## config.mk

```make
export PLATFORM = sky130hd
export DESIGN_NAME = fetch_sequencer
export DESIGN_NICKNAME = d
export VERILOG_FILES = /design/src/rtl/fetch_sequencer_pkg.sv /design/src/rtl/fetch_timeout.sv /design/src/rtl/fetch_sequencer.sv
export SDC_FILE = /design/constraint.sdc
export NUM_CORES = 1
export LEC_CHECK = 0
export CAP_MARGIN = 30
export CORE_MARGIN = 2
export CORE_UTILIZATION = 46
export CTS_BUF_LIST = sky130_fd_sc_hd__clkbuf_8
export DETAILED_ROUTE_END_ITERATION = 12
export MAX_ROUTING_LAYER = met4
export PLACE_DENSITY = 0.88
export SLEW_MARGIN = 25
export SYNTH_ARGS = -nofsm -noshare
export SYNTH_HDL_FRONTEND = slang
export SYNTH_SLANG_ARGS = --single-unit
```

## constraint.sdc

```tcl
create_clock -name Clk -period 2 [get_ports Clk]
set_input_delay 0.4 -clock Clk [delete_from_list [all_inputs] [get_ports Clk]]
set_output_delay 0.4 -clock Clk [all_outputs]
set_load 0.005 [all_outputs]
```

## src/rtl/fetch_sequencer_pkg.sv

```systemverilog
// fetch_sequencer_pkg: shared state encoding and helpers for the fetch sequencer.
package fetch_sequencer_pkg;
    typedef enum logic [2:0] {
        FS_IDLE  = 3'd0,
        FS_REQ   = 3'd1,
        FS_HOLD  = 3'd2,
        FS_DRAIN = 3'd3,
        FS_FAULT = 3'd4
    } fetch_state_e;

    function automatic logic is_bus_state(input fetch_state_e s);
        return s == FS_REQ || s == FS_DRAIN;
    endfunction
endpackage

```

## src/rtl/fetch_timeout.sv

```systemverilog
// fetch_timeout: loadable down-counter bounding how long a memory read may wait for its ack.
module fetch_timeout #(
    parameter int Cycles = 15,
    parameter int Width  = $clog2(Cycles + 1)
) (
    input  logic Clk,
    input  logic Reset,
    input  logic Load,
    input  logic En,
    output logic Expired
);
    logic [Width-1:0] count;

    always_ff @(posedge Clk or posedge Reset) begin
        if (Reset)
            count <= '0;
        else if (Load)
            count <= Width'(Cycles);
        else if (En && count != '0)
            count <= count - Width'(1);
    end

    // High during the last permitted waiting cycle, so the fault lands on that edge.
    assign Expired = En && count == Width'(1);
endmodule

```

## src/rtl/fetch_sequencer.sv

```systemverilog
// fetch_sequencer: PC-driven instruction fetch over a req/ack memory bus into a handshaked IR.
module fetch_sequencer
    import fetch_sequencer_pkg::*;
#(
    parameter int AddrWidth     = 8,
    parameter int InstrWidth    = 16,
    parameter int TimeoutCycles = 15
) (
    input  logic                  Clk,
    input  logic                  Reset,
    input  logic                  Run,
    input  logic                  Flush,
    input  logic [AddrWidth-1:0]  PcIn,
    output logic                  PcIncN,
    output logic [AddrWidth-1:0]  MemAddr,
    output logic                  MemReq,
    input  logic                  MemAck,
    input  logic [InstrWidth-1:0] MemData,
    output logic [InstrWidth-1:0] IR,
    output logic                  IRValid,
    input  logic                  IRReady,
    output logic                  Busy,
    output logic                  Fault
);
    fetch_state_e state, state_n;
    logic [AddrWidth-1:0] addr_n, next_pc;
    logic [InstrWidth-1:0] ir_n;
    logic req_n, valid_n, inc_n, fault_n, expired, load;

    fetch_timeout #(.Cycles(TimeoutCycles)) u_timeout (
        .Clk    (Clk),
        .Reset  (Reset),
        .Load   (load),
        .En     (is_bus_state(state) && !MemAck),
        .Expired(expired)
    );

    assign load = is_bus_state(state_n) && state_n != state;
    // The PC only steps on the edge closing the strobe cycle, so an accept in that cycle adds one itself.
    assign next_pc = PcIncN ? PcIn : PcIn + AddrWidth'(1);

    always_comb begin
        state_n = state;
        req_n   = MemReq;
        addr_n  = MemAddr;
        ir_n    = IR;
        valid_n = IRValid;
        inc_n   = 1'b1;
        fault_n = Fault;
        case (state)
            FS_IDLE: if (Run && !Flush) begin
                state_n = FS_REQ;
                addr_n  = PcIn;
                req_n   = 1'b1;
            end
            FS_REQ, FS_DRAIN: if (MemAck) begin
                req_n   = 1'b0;
                state_n = FS_IDLE;
                if (state == FS_REQ && !Flush) begin
                    state_n = FS_HOLD;
                    ir_n    = MemData;
                    valid_n = 1'b1;
                    inc_n   = 1'b0;
                end
            end else if (expired) begin
                req_n   = 1'b0;
                fault_n = 1'b1;
                state_n = FS_FAULT;
            end else if (state == FS_REQ && Flush) begin
                state_n = FS_DRAIN;
            end
            FS_HOLD: if (Flush) begin
                valid_n = 1'b0;
                state_n = FS_IDLE;
            end else if (IRReady) begin
                valid_n = 1'b0;
                state_n = Run ? FS_REQ : FS_IDLE;
                req_n   = Run;
                addr_n  = Run ? next_pc : MemAddr;
            end
            FS_FAULT: begin
                req_n   = 1'b0;
                valid_n = 1'b0;
                fault_n = 1'b1;
            end
            default: state_n = FS_IDLE;
        endcase
    end

    always_ff @(posedge Clk or posedge Reset) begin
        if (Reset) begin
            state   <= FS_IDLE;
            PcIncN  <= 1'b1;
            MemReq  <= 1'b0;
            MemAddr <= '0;
            IR      <= '0;
            IRValid <= 1'b0;
            Busy    <= 1'b0;
            Fault   <= 1'b0;
        end else begin
            state   <= state_n;
            PcIncN  <= inc_n;
            MemReq  <= req_n;
            MemAddr <= addr_n;
            IR      <= ir_n;
            IRValid <= valid_n;
            Busy    <= is_bus_state(state_n);
            Fault   <= fault_n;
        end
    end
endmodule
```

==> results of run 1 <==
==> worst register-to-register path, cell delays in order (launching register included) <==
cell	delay, ns
sky130_fd_sc_hd__dfrtp_1	0.38
sky130_fd_sc_hd__buf_4	0.17
sky130_fd_sc_hd__nor4b_2	0.53
sky130_fd_sc_hd__nand4_1	0.18
sky130_fd_sc_hd__xor2_1	0.16
sky130_fd_sc_hd__o21ai_0	0.17
==> routing by layer <==
metal | global-route usage (%) | part of all wire, % | up-vias
met5 | - | 0 | -
met1 | 26.5 | 39 | 632
li1 | - | - | 624
met2 | 36.1 | 51 | 66
met3 | 5.99 | 7.0 | 10
met4 | 7.34 | 2.2 | 0
==> layout make-up <==
type | instances | area (µm²) | area share, %
timing repair buffer | 64 | 638 | 26.7
clock inverter | 3 | 12.5 | 0.523
tap | 46 | 57.6 | 2.40
sequential | 36 | 902 | 37.7
multi-input combinational | 93 | 688 | 28.8
inverter | 7 | 26.3 | 1.10
clock buffer | 5 | 68.8 | 2.88
==> through the flow <==
| step | hold WS, ns | total power, W | cell area, µm² | std cells |
|---|---|---|---|---|
| 6_report | 0.477 | 0.00260 | 2390 | 254 |
| 3_5_place_dp | 0.465 | 0.00214 | 2310 | 246 |
| 2_1_floorplan | 0.465 | 0.00148 | 1650 | 141 |
| 4_1_cts | 0.487 | 0.00263 | 2390 | 254 |
| 3_3_place_gp | 0.458 | 0.00207 | 2310 | 246 |
| 5_1_grt | 0.504 | 0.00277 | 2390 | 254 |
==> state kept, by name (all words and copies together) (netlist names) <==
name and cells:
state 3, Busy 1, MemAddr 8, IRValid 1, u_timeout.count 4, PcIncN 1, Fault 1, MemReq 1
IR 16
==> kinds of logic after synthesis <==
family,after synthesis
and+or+nand+nor,40
DFF,36
AOI/OAI and AO/OA,24
muxes,17
buffers and inverters,12
xor gates and xnor gates,9
adders and majority gates,3
==> power groups by stage <==
stage | registers [W] | logic (W) | clock network, W
after floorplan | 0.00114 | 0.000340 | 0
after global placement | 0.00112 | 0.000947 | 0
after detailed placement | 0.00116 | 0.000985 | 0
after CTS | 0.00115 | 0.000993 | 0.000492
after global routing | 0.00118 | 0.00106 | 0.000524
final | 0.00114 | 0.000979 | 0.000474
==> worst max-delay path by stage <==
stage / to / cells after the start
floorplan: MemAddr[7]$_DFFE_PP0P_ / 5
global placement: IR[8]$_DFFE_PP0P_ / 5
detailed placement: u_timeout.count[1]$_DFFE_PP0P_ / 6
CTS: PcIncN / 1
global route: u_timeout.count[1]$_DFFE_PP0P_ / 6
finish: PcIncN / 1
==> cell usage in the layout (no fill, tap or decap), types with 2 or more instances in the layout <==
master and instances:
sky130_fd_sc_hd__ha_1 3, sky130_fd_sc_hd__nor3b_1 2, sky130_fd_sc_hd__buf_4 5, sky130_fd_sc_hd__nand4_1 2, sky130_fd_sc_hd__inv_1 9, sky130_fd_sc_hd__o211ai_1 2
sky130_fd_sc_hd__nor3_1 5, sky130_fd_sc_hd__xnor2_1 5, sky130_fd_sc_hd__nor2b_1 2, sky130_fd_sc_hd__o21ai_1 2, sky130_fd_sc_hd__clkdlybuf4s50_1 58, sky130_fd_sc_hd__a31oi_1 4
sky130_fd_sc_hd__o21ai_0 8, sky130_fd_sc_hd__nand2_1 17, sky130_fd_sc_hd__nor2_1 4, sky130_fd_sc_hd__mux2_2 16, sky130_fd_sc_hd__dfrtp_1 35, sky130_fd_sc_hd__clkbuf_8 5
sky130_fd_sc_hd__xor2_1 4
==> impl_table.tex, run 1 <==
\begin{tabular}{lr}
\hline
Metric & Value \\
\hline
\multicolumn{2}{l}{\textbf{Clock tree}} \\
CTS Buf Count & 5 \\
H-tree depth & 2 \\
Worst-case clock buffer depth & 2 \\
Post-CTS resize count & 0 \\
Hold buffers post-CTS & 0 \\
Reg clk slew, reported paths & 0.06 ns \\
Clock Latency Late Sink & 0.28 ns \\
CTS tree & yes \\
Total clock sinks & 36 \\
Postcts setup bufs & 0 \\
Root cell of the clock tree & sky130\_fd\_sc\_hd\_\_clkbuf\_8 \\
\multicolumn{2}{l}{\textbf{Worst setup path}} \\
Critical Path Source Type & register \\
Startpoint of the lowest-slack register-to-register path & state[0]\$\_DFF\_PP0\_ \\
Reg-to-reg setup timing slack & 0.31 ns \\
Beginning of the critical path & PcIncN\$\_DFF\_PP1\_ \\
Cell family with most CP delay & flip-flops \\
Endpoint class of the critical path & output pin \\
Slowest cell on the critical path & sky130\_fd\_sc\_hd\_\_dfstp\_2 \\
Kind of critical path & register to output pin \\
Worst r2r path cells & 5 \\
Reg-to-Reg End & MemAddr[4]\$\_DFFE\_PP0P\_ \\
Buffering stage count on the worst path with inverters included & 1 \\
Arrival @ worst endpoint & 1.34 ns \\
Maximum net fanout on the critical path & 3 \\
Required time of the worst setup path & 1.60 ns \\
Biggest cell delay along the critical path & 0.56 ns \\
CP cell instances & clkdlybuf4s50\_1 \\
\multicolumn{2}{l}{\textbf{STA}} \\
Clock skew & 0.00558 ns \\
Actual slew at the worst max-slew pin & 0.530 ns \\
Final period demand of the worst path & 1.74 ns \\
Crit path setup slack, layout & 0.262 ns \\
TNS Setup & 0 ns \\
Total count of max-transition violations in the final report & 0 \\
Unrepaired setup endpoints after global routing & false \\
Hold Vio Cnt, Final & 0 \\
Max Freq & 576 MHz \\
Worst rel slew slack & 64.6\% \\
Final setup violating endpoints & 0 \\
Share of the clock period used by the worst path & 86.9\% \\
\multicolumn{2}{l}{\textbf{Drt}} \\
Routed wire length & 3.84 mm \\
Residual DRC count & 0 \\
Number of routed nets with antenna violations & 0 \\
Vias & 1332 \\
Number of search-and-repair iterations in the first detailed-routing pass & 5 \\
Per-cell via count in the routed design & 5.24 \\
Drt wl/cell & 15.1 µm \\
DRC violation total after the first TritonRoute iteration & 60 \\
\multicolumn{2}{l}{\textbf{Synthesis}} \\
Cells after synthesis & 141 \\
Most frequent cell after synthesis & sky130\_fd\_sc\_hd\_\_dfrtp\_1 \\
Leading cell types by count after synthesis & sky130\_fd\_sc\_hd\_\_dfrtp\_1, sky130\_fd\_sc\_hd\_\_nand2\_1, sky130\_fd\_sc\_hd\_\_mux2\_2 \\
Simple-gate share of the synthesized area & 13.8\% \\
EDFF count, synth & 0 \\
Synthesized-area fraction occupied by ao, oa, aoi and oai cells & 9.43\% \\
Share of synthesized area spent on multiplexers & 11.6\% \\
XOR/XNOR Fraction of Synth Area & 4.79\% \\
Most area-consuming cells after synthesis & sky130\_fd\_sc\_hd\_\_dfrtp\_1, sky130\_fd\_sc\_hd\_\_mux2\_2, sky130\_fd\_sc\_hd\_\_nand2\_1 \\
Summed instance area of the synthesized netlist & 1650 µm² \\
Syn Area/Cell & 11.7 µm² \\
Largest family of logic cells by synthesized area & simple AND/OR/NAND/NOR gates \\
Distinct cells, synth & 37 \\
Top cell type by total area after synthesis & sky130\_fd\_sc\_hd\_\_dfrtp\_1 \\
Area share of the largest cell type after synthesis & 53.2\% \\
Primary flip-flop cell chosen by synthesis mapping & sky130\_fd\_sc\_hd\_\_dfrtp\_1 \\
Net count of the mapped netlist & 174 \\
Share of synthesized flip-flops with an asynchronous set or reset & 100\% \\
Syn. warnings & 0 \\
Fraction of the mapped netlist area in adder cells & 2.28\% \\
Number of synthesized register bits & 36 \\
Share of the yosys chip area belonging to registers & 54.8\% \\
\multicolumn{2}{l}{\textbf{Hold path}} \\
Hold/Removal Path Class & register to register \\
Start point of the worst hold path & MemAddr[3]\$\_DFFE\_PP0P\_ \\
Worst hold path stage count & 2 \\
Worst Hold Path EP & MemAddr[3]\$\_DFFE\_PP0P\_ \\
\multicolumn{2}{l}{\textbf{Floorplan}} \\
Width of the chip & 63.8 µm \\
Std cell rows & 21 \\
Vertical extent of the die & 63.8 µm \\
Core outline area & 3390 µm² \\
Die area & 4070 µm² \\
I/O pin count & 59 \\
Starting Density & 48.5\% \\
\multicolumn{2}{l}{\textbf{Global routing}} \\
Number of global-route vias before repair & 1390 \\
Antenna violations before repair & 0 \\
Leftover overflow at the end of global routing & 0 \\
Overall global routing resource usage & 22.0\% \\
Maximum number of pins on one net before global-route repair & 37 \\
First-pass GRT wire length & 6.70 mm \\
\multicolumn{2}{l}{\textbf{Power and ir drop}} \\
Highest ir drop seen on vdd & 0.000677 V \\
Static leakage & 1.02 nW \\
Clock share of power & 18.2\% \\
Comb pwr share & 37.7\% \\
Fraction of power consumed by sequential logic & 44.1\% \\
Share of total power consumed by net switching & 28.0\% \\
Cell Int Power & 0.00187 W \\
Power density cells & 1090 nW/µm² \\
Sw power & 0.000728 W \\
\multicolumn{2}{l}{\textbf{Layout}} \\
Share of the core filled with cells & 70.6\% \\
Layout cell share with drive strength beyond 1 & 16.3\% \\
Post-layout net count & 240 \\
Fill cell instance count of the final layout & 237 \\
Number of diodes added for antenna fixing & 0 \\
Layout-stage area growth over the synthesis result & 45.5\% \\
\multicolumn{2}{l}{\textbf{Placement}} \\
Pre-CTS setup slack & 0.107 ns \\
Count of buffers from port buffering & 58 \\
Final HPWL DP & 2.92 mm \\
Placer congestion estimate & 0.858 \\
\multicolumn{2}{l}{\textbf{Run}} \\
Reported max-cap violation count & 0 \\
\multicolumn{2}{l}{\textbf{Status}} \\
Status & finished, final reports clean \\
\hline
\end{tabular}
Power figures use the tool's default switching activity.
==> run 2: changes to the inputs <==
Settings changed: CORE_MARGIN 2 to default.
==> impl_table.tex, run 2 (synthesized netlist as in run 1, its figures left out) <==
\begin{tabular}{lr}
\hline
Metric & Value \\
\hline
\multicolumn{2}{l}{\textbf{Status}} \\
Status & finished, final reports clean \\
\multicolumn{2}{l}{\textbf{Layout}} \\
Non-Filler Cell Area, Final & 2410 µm² (+0.78\%) \\
Most used cells in the layout excluding fill and tap cells & sky130\_fd\_sc\_hd\_\_clkdlybuf4s50\_1, sky130\_fd\_sc\_hd\_\_dfrtp\_1, sky130\_fd\_sc\_hd\_\_nand2\_1 \\
Layout cell share with drive strength beyond 1 & 16.4\% (+0.079 points) \\
Post-layout net count & 239 (-0.42\%) \\
Most common cell after layout, fill and taps aside & sky130\_fd\_sc\_hd\_\_clkdlybuf4s50\_1 \\
Largest reg by FF count & IR \\
Layout-stage area growth over the synthesis result & 46.6\% \\
Number of diodes added for antenna fixing & 0 (unchanged) \\
Largest register FFs & 16 (unchanged) \\
Largest registers & IR (16), MemAddr (8), u\_timeout.count (4) \\
\multicolumn{2}{l}{\textbf{Power and ir drop}} \\
Cell Int Power & 0.00200 W (+6.8\%) \\
Share of total power consumed by net switching & 26.4\% (-1.6 points) \\
Sw power & 0.000716 W (-1.7\%) \\
Highest ir drop seen on vdd & 0.000803 V (+19\%) \\
Comb pwr share & 35.1\% (-2.6 points) \\
Clock share of power & 22.8\% (+4.6 points) \\
Static leakage & 1.02 nW (+0.30\%) \\
Fraction of power consumed by sequential logic & 42.2\% (-1.9 points) \\
Power density cells & 1120 nW/µm² (+3.6\%) \\
\multicolumn{2}{l}{\textbf{Clock tree}} \\
Postcts setup bufs & 0 (unchanged) \\
CTS tree & yes \\
Total clock sinks & 36 (unchanged) \\
Root cell of the clock tree & sky130\_fd\_sc\_hd\_\_clkbuf\_8 \\
Clock Latency Late Sink & 0.29 ns (about the same) \\
H-tree depth & 2 (unchanged) \\
Reg clk slew, reported paths & 0.07 ns (about the same) \\
Hold buffers post-CTS & 0 (unchanged) \\
Post-CTS resize count & 0 (unchanged) \\
Worst-case clock buffer depth & 2 (unchanged) \\
CTS Buf Count & 5 (unchanged) \\
\multicolumn{2}{l}{\textbf{STA}} \\
Total count of max-transition violations in the final report & 0 (unchanged) \\
Final period demand of the worst path & 1.76 ns (+0.0236 ns) \\
Clock skew & 0.00905 ns (+0.00348 ns) \\
Share of the clock period used by the worst path & 88.1\% (+1.2 points) \\
Max Freq & 568 MHz (-1.3\%) \\
TNS Setup & 0 ns (unchanged) \\
Worst rel slew slack & 62.2\% (-2.4 points) \\
Unrepaired setup endpoints after global routing & false \\
Final setup violating endpoints & 0 (unchanged) \\
Actual slew at the worst max-slew pin & 0.566 ns (+0.0359 ns) \\
Hold Vio Cnt, Final & 0 (unchanged) \\
Worst Hold Margin & 0.448 ns (-0.0287 ns) \\
\multicolumn{2}{l}{\textbf{Global routing}} \\
Leftover overflow at the end of global routing & 0 (unchanged) \\
Maximum number of pins on one net before global-route repair & 21 (-43\%) \\
Overall global routing resource usage & 22.1\% (about the same) \\
Antenna violations before repair & 0 (unchanged) \\
Number of global-route vias before repair & 1369 (-1.5\%) \\
First-pass GRT wire length & 5.83 mm (-13\%) \\
\multicolumn{2}{l}{\textbf{Worst setup path}} \\
Maximum net fanout on the critical path & 10 (+7) \\
Required time of the worst setup path & 2.18 ns (+0.58 ns) \\
Kind of critical path & register to register \\
Critical Path Source Type & register \\
Endpoint class of the critical path & register \\
Startpoint of the lowest-slack register-to-register path & state[0]\$\_DFF\_PP0\_ \\
Arrival @ worst endpoint & 1.94 ns (+0.60 ns) \\
Beginning of the critical path & state[0]\$\_DFF\_PP0\_ \\
\multicolumn{2}{l}{\textbf{Floorplan}} \\
Vertical extent of the die & 61.8 µm (-3.1\%) \\
Std cell rows & 21 (unchanged) \\
Width of the chip & 61.8 µm (-3.1\%) \\
Starting Density & 48.5\% (unchanged) \\
I/O pin count & 59 (unchanged) \\
Die area & 3820 µm² (-6.2\%) \\
Core outline area & 3390 µm² (unchanged) \\
\multicolumn{2}{l}{\textbf{Drt}} \\
Number of routed nets with antenna violations & 0 (unchanged) \\
DRC violation total after the first TritonRoute iteration & 68 (+13\%) \\
Drt wl/cell & 14.4 µm (-4.6\%) \\
Vias & 1338 (+0.45\%) \\
Number of search-and-repair iterations in the first detailed-routing pass & 4 (-1) \\
Residual DRC count & 0 (unchanged) \\
Per-cell via count in the routed design & 5.29 (+0.85\%) \\
Routed wire length & 3.65 mm (-5.0\%) \\
\multicolumn{2}{l}{\textbf{Placement}} \\
Final HPWL DP & 2.82 mm (-3.6\%) \\
Placed Instance Area & 2300 µm² (-0.32\%) \\
Count of buffers from port buffering & 58 (unchanged) \\
Placer congestion estimate & 0.861 (+0.34\%) \\
\multicolumn{2}{l}{\textbf{Hold path}} \\
Hold/Removal Path Class & input pin to asynchronous set/reset pin \\
\multicolumn{2}{l}{\textbf{Run}} \\
Reported max-cap violation count & 0 (unchanged) \\
\hline
\end{tabular}
[run 2: cell types whose count changed in the layout (fill, tap and decap cells not counted), sizes merged]
cell / change
buf: -1
inv: -1
bufinv: +1
[run 2: cell type report]
class,instances,area (µm²)
Sequential cell,36,902
Clock inverter,3,38.8
Inverter,7,26.3
Multi-Input combinational cell,93,688
Timing Repair Buffer,63,631
Fill cell,243,977
Clock buffer,5,68.8
Tap cell,46,57.6
[run 2: critical path, cell delays in order, from the launching register on]
cell                      delay [ns]
sky130_fd_sc_hd__dfrtp_1        0.49
sky130_fd_sc_hd__or4b_4         0.62
sky130_fd_sc_hd__nor4_4         0.30
sky130_fd_sc_hd__xnor2_1        0.17
sky130_fd_sc_hd__o21ai_2        0.07
[run 2: stage by stage]
stage,utilization (%),total power (W),instances,worst slack (ns)
3_5_place_dp,68.0,0.00212,245,0.125
3_3_place_gp,68.0,0.00206,245,0.184
4_1_cts,71.2,0.00274,253,0.221
6_report,71.2,0.00271,253,0.239
5_1_grt,71.2,0.00288,253,0.138
2_1_floorplan,-,0.00148,141,0.341
[run 2: final timing paths]
kind,endpoint,slack [ns],depth (start not counted)
min,IR[13]$_DFFE_PP0P_,0.45,3
max,MemAddr[7]$_DFFE_PP0P_,0.24,4
min reg2reg,Fault$_DFFE_PP0P_,0.48,1
max in group asynchronous,PcIncN$_DFF_PP1_,1.26,3
min in group Clk,Fault$_DFFE_PP0P_,0.48,1
max reg2reg,MemAddr[7]$_DFFE_PP0P_,0.24,4
[run 2: power groups by stage]
stage | Combinational [W] | Sequential [W] | Clock [W]
floorplan | 0.000340 | 0.00114 | 0
global placement | 0.000929 | 0.00113 | 0
detailed placement | 0.000960 | 0.00116 | 0
CTS | 0.000968 | 0.00114 | 0.000632
global route | 0.00105 | 0.00118 | 0.000653
finish | 0.000951 | 0.00114 | 0.000617
[run 2: per-layer routing]
layer,GRT usage (%),vias up,wire [µm]
met3,6.00,6,264
met2,38.9,56,1870
met1,23.1,653,1470
met4,9.52,0,53
li1,-,623,-
met5,-,-,0
==> edit 1, RTL diff (settings of run 1) <==
Put one more register stage on the output `Fault`, with the module's reset. The value now appears one clock later. The other outputs are not delayed to match.
--- a/src/rtl/fetch_sequencer.sv
+++ b/src/rtl/fetch_sequencer.sv
@@ -22,6 +22,8 @@
     output logic                  Busy,
     output logic                  Fault
 );
+
+    logic Fault_s0;
     fetch_state_e state, state_n;
     logic [AddrWidth-1:0] addr_n, next_pc;
     logic [InstrWidth-1:0] ir_n;
@@ -46,7 +48,7 @@
         ir_n    = IR;
         valid_n = IRValid;
         inc_n   = 1'b1;
-        fault_n = Fault;
+        fault_n = Fault_s0;
         case (state)
             FS_IDLE: if (Run && !Flush) begin
                 state_n = FS_REQ;
@@ -96,7 +98,7 @@
             IR      <= '0;
             IRValid <= 1'b0;
             Busy    <= 1'b0;
-            Fault   <= 1'b0;
+            Fault_s0 <= 1'b0;
         end else begin
             state   <= state_n;
             PcIncN  <= inc_n;
@@ -105,7 +107,15 @@
             IR      <= ir_n;
             IRValid <= valid_n;
             Busy    <= is_bus_state(state_n);
-            Fault   <= fault_n;
+            Fault_s0 <= fault_n;
         end
     end
+    always_ff @(posedge Clk or posedge Reset) begin
+        if (Reset) begin
+            Fault <= '0;
+        end else begin
+            Fault <= Fault_s0;
+        end
+    end
+
 endmodule
Formal check against the unedited RTL: same outputs for any inputs over 10 cycles, from zero or initial values and one cycle with Reset high; that may be too few to reach the edited logic, so the function may still have changed.
==> edit 1 against run 1 <==
  * Global-route usage down 3.4 points
  * Critical path type unchanged
  * Register-to-register slack about the same
  * Clock skew about the same
  * Worst setup slack worse by 13 ps
  * Power up 2.1%
  * Final cell count down 0.39%
  * Largest cell class unchanged
  * Cell area up 2.3%
  * Area after synthesis up 4.2%
  * Sequential cell count up 1
  * Via count down 2.6%
  * Sequential share of layout area up 0.17 points
  * Largest power group unchanged
  * Highest routed layer unchanged
  * Routed wire length down 13%
==> edit 1: results (changes against run 1) <==
stage	metric	value	unit	change
outcome	status	finished clean		unchanged
timing	worstMarginPinSlew	527.7	ps	was 530.1 ps
yosys	ys_types	35		was 37
yosys	yosysSeqAreaShare	54.09	%	was 54.83%
final_layout	antenna_cells	0		unchanged
detailed_routing	wire_per_inst	13.25	um	was 15.13 um
timing	fin_skew	5.312	ps	was 5.578 ps
yosys	synth_common_cells	dfrtp_1 (36), mux2_2 (16), nand2_1 (15)		was dfrtp_1 (35), nand2_1 (17), mux2_2 (16)
hold_path	min_path_type	flip-flop to flip-flop		unchanged
final_layout	reg.largest.list	IR x16, MemAddr x8, u_timeout.count x4		unchanged
critical_path	r2r_end	MemAddr[7]		was MemAddr[4]
critical_path	crit_fanout	2		was 3
placement	port_buffers	58		unchanged
timing	hold_slack	408.8	ps	was 477.1 ps
yosys	syn_inst	141		unchanged
detailed_routing	dr.pass1.iters	4		was 5
global_routing	grt_max_degree	38		was 37
final_layout	fin_nets	237		was 240
critical_path	reg2reg_depth	4		was 5
global_routing	grt_pass1_wl	5830	um	was 6699 um
final_layout	largest_reg_flops	16		unchanged
placement	routabilityCongestion	0.8765		was 0.8577
detailed_routing	viasPerCell	5.126		was 5.244
global_routing	antenna_found_initial	0		unchanged
clock_tree	cts-htree-levels	2		unchanged
placement	dpl.hpwl	2437	um	was 2921 um
power_and_ir_drop	internal_power	0.001953	W	was 0.001869 W
detailed_routing	wirelength	3352	um	was 3844 um
critical_path	reg2reg_slack	310	ps	about the same
placement	place_inst	245		was 246
final_layout	drive_gt1_share	18.54	%	was 16.35%
global_routing	grtUsageTotal	18.61	%	was 22.05%
power_and_ir_drop	peakVddDrop	0.5811	mV	was 0.6766 mV
hold_path	hold_end	Fault		was MemAddr[3]
yosys	synth.top_cells.by_area	dfrtp_1 (53%), mux2_2 (11%), xor2_1 (3.6%), nand2_1 (3.3%), o21ai_2 (2.6%)		was dfrtp_1 (53%), mux2_2 (11%), nand2_1 (3.9%), xnor2_1 (2.7%), o21ai_0 (2.4%)
clock_tree	path_clk_slew	70	ps	
hold_path	hold_start	Fault_s0		was MemAddr[3]
critical_path	critical_path.slowest_cell	dfstp_2		unchanged
clock_tree	cts_root_buf	clkbuf_8		unchanged
detailed_routing	drt_iter0_markers	91		was 60
hold_path	holdPathStages	0		was 2
global_routing	grt_pass1_vias	1318		was 1390
power_and_ir_drop	power_leakage	1.047	nW	was 1.019 nW
critical_path	r2r-start	state[0]		unchanged
[edit 1: layout make-up]
cell class / count / area [sq um]
clock buffer: 7 / 96.34
multi-input combinational: 92 / 718.2
clock inverter: 1 / 5.005
fill: 301 / 1185
timing repair buffer: 61 / 615.6
sequential: 37 / 927.1
inverter: 7 / 26.28
tap: 48 / 60.06
[edit 1: worst max-delay path by stage]
stage                         from            endpoint  slack (ps)  cells after the start
after floorplan           state[0]          MemAddr[7]         560                      5
after global placement      MemAck  u_timeout.count[1]         150                      5
after detailed placement    MemAck  u_timeout.count[0]         100                      5
after CTS                   PcIncN              PcIncN         240                      1
after global routing      state[0]          MemAddr[7]         180                      4
final                       PcIncN              PcIncN         250                      1
[edit 1: cell families after synthesis]
logic type | share of synthesized area [%]
buffers and inverters | 4.014
DFF | 54.09
muxes | 11.09
and+or+nand+nor | 13.65
xor gates and xnor gates | 4.599
AOI/OAI and AO/OA | 10.36
adders and majority gates | 2.190
[edit 1: power groups by stage]
stage	registers (W)	logic, W	clock network, W
after CTS	0.00116	0.000950	0.000575
after floorplan	0.00116	0.000355	0
after global routing	0.00119	0.00102	0.000620
after detailed placement	0.00117	0.000943	0
after global placement	0.00116	0.000926	0
final	0.00116	0.000936	0.000557
[edit 1: layer usage]
layer	vias up	part of all wire, %	GRT usage [%]
met4	0	0.87	3.646
met5	-	0	-
met3	4	7.3	6.250
met1	616	44	23.84
li1	621	-	-
met2	56	48	29.25
[edit 1: metrics by stage]
step,instance area [sq um],power (W),setup slack [ps]
finish,2449,0.002653,249.8
global route,2449,0.002834,177.3
CTS,2449,0.002687,236.1
detailed placement,2347,0.002116,98.82
global placement,2347,0.002084,149.7
floorplan,1714,0.001520,557.1
==> edit 2, RTL diff (settings of run 1) <==
Made on the original files. Set the parameter `AddrWidth` to 9 (it was 8).
--- a/src/rtl/fetch_sequencer.sv
+++ b/src/rtl/fetch_sequencer.sv
@@ -2,7 +2,7 @@
 module fetch_sequencer
     import fetch_sequencer_pkg::*;
 #(
-    parameter int AddrWidth     = 8,
+    parameter int AddrWidth     = 9,
     parameter int InstrWidth    = 16,
     parameter int TimeoutCycles = 15
 ) (
Ports: changed (resized MemAddr and PcIn); port bits go from 59 to 61. No check against the original RTL was run, so the function may have changed too.
==> edit 2 against run 1 <==
  * Sequential share of layout area shrank 1.7 points
  * Power increased by 12%
  * Largest cell class unchanged
  * Sequential cell count up 1
  * Cell area is 7.7% higher
  * Worst setup slack lost 25 ps
  * Area after synthesis is 7.9% higher
  * Routed wire length decreased by 3.8%
  * Global-route usage down 2.8 points
  * First-iteration DRC count up 83%
==> edit 2: results (changes against run 1) <==
stage	metric	value	unit	change
outcome	status	finished clean		unchanged
global_routing	grt_pass1_wl	6141	um	was 6699 um
global_routing	use_met2	31.50	%	was 36.07%
yosys	synth_common_cells	dfrtp_1 (36), nand2_1 (18), mux2_2 (15)		was dfrtp_1 (35), nand2_1 (17), mux2_2 (16)
yosys	syn_nets	184		was 174
yosys	yosysSeqAreaShare	52.22	%	was 54.83%
final_layout	synthToLayoutAreaGrowth	45.24	%	was 45.48%
final_layout	multi_input_comb_cells	102		was 93
final_layout	ff_latch_area	927.1	sq um	was 902.1 sq um
timing	slew_headroom	63.33	%	was 64.56%
global_routing	grtUsageMet3	5.281	%	was 5.986%
timing	hold_slack	476.7	ps	was 477.1 ps
power_and_ir_drop	peakVddDrop	0.7610	mV	was 0.6766 mV
critical_path	reg2reg_depth	4		was 5
placement	routabilityCongestion	0.8070		was 0.8577
final_layout	inv_count	6		was 7
detailed_routing	met3_length	246	um	was 268 um
global_routing	grt_max_degree	38		was 37
detailed_routing	dr_total_vias	1370		was 1332
detailed_routing	wire_per_inst	13.90	um	was 15.13 um
power_and_ir_drop	pwr-share-seq	40.0	%	was 44.1%
timing	fin_skew	7.441	ps	was 5.578 ps
final_layout	reg.largest.list	IR x16, MemAddr x9, u_timeout.count x4		was IR x16, MemAddr x8, u_timeout.count x4
clock_tree	cts_buffer_depth	2		unchanged
placement	dpl.hpwl	2556	um	was 2921 um
yosys	ys_types	43		was 37
global_routing	grtUsageTotal	19.28	%	was 22.05%
critical_path	reg2reg_slack	390	ps	was 310 ps
final_layout	stdcell_count	266		was 254
die	core_area	3689	sq um	was 3390 sq um
timing	max_clock_freq	0.5672	GHz	was 0.5755 GHz
power_and_ir_drop	p_sw	0.0007302	W	was 0.0007283 W
final_layout	drive_gt1_share	18.35	%	was 16.35%
final_layout	num-nonclk-buffers	65		was 64
critical_path	arrival	1360	ps	was 1340 ps
placement	dpl_worst_slack	82.36	ps	was 106.6 ps
final_layout	clkCellAreaFrac	5.192	%	was 3.398%
placement	dpl_cell_area	2445	sq um	was 2312 sq um
global_routing	grtUsageMet1	21.73	%	was 26.46%
detailed_routing	wl_met2	1927	um	was 1977 um
hold_path	holdPathStages	1		was 2
critical_path	r2r_end	MemAddr[5]		was MemAddr[4]
clock_tree	cts.sinks	37		was 36
placement	place_inst	258		was 246
final_layout	non_clock_buffer_area_share	25.23	%	was 26.66%
detailed_routing	dr.pass1.iters	4		was 5
final_layout	fillers	289		was 237
clock_tree	cts-htree-levels	2		unchanged
hold_path	hold_end	Fault		was MemAddr[3]
detailed_routing	m1WireLength	1471	um	was 1513 um
yosys	synth.top_cells.by_area	dfrtp_1 (51%), mux2_2 (9.5%), xor2_1 (3.9%), nand2_1 (3.8%), ha_1 (2.1%)		was dfrtp_1 (53%), mux2_2 (11%), nand2_1 (3.9%), xnor2_1 (2.7%), o21ai_0 (2.4%)
-- edit 2: cell types whose count changed after synthesis, moves of 2 or more --
cell and change:
a31oi_1 -2, o211ai_1 -2, buf_2 -2, nand3_1 +3, nor2_1 +2, nor3_1 -4, and3_1 +2, xnor2_1 -3
o21ai_2 +2, o21ai_0 -2, buf_6 +2, xor2_1 +4
-- edit 2: power by group through the flow --
stage                     clock (W)  combinational (W)  sequential (W)
final                      0.000763           0.000977         0.00116
after global routing       0.000820            0.00107         0.00120
after CTS                  0.000783           0.000995         0.00116
after detailed placement          0           0.000987         0.00117
after global placement            0           0.000969         0.00117
after floorplan                   0           0.000377         0.00117
-- edit 2: cells by family (layout without fill, tap and decap cells) --
family          count (synthesis)  in the layout  synth area share (%)
compound gates                 23             23                 8.739
xor+xnor                       10             10                 4.933
fa+ha+maj                       3              3                 2.114
buf+inv                        11             79                 3.594
flops                          37             37                 52.22
mux                            18             18                 11.56
simple gates                   48             48                 16.84
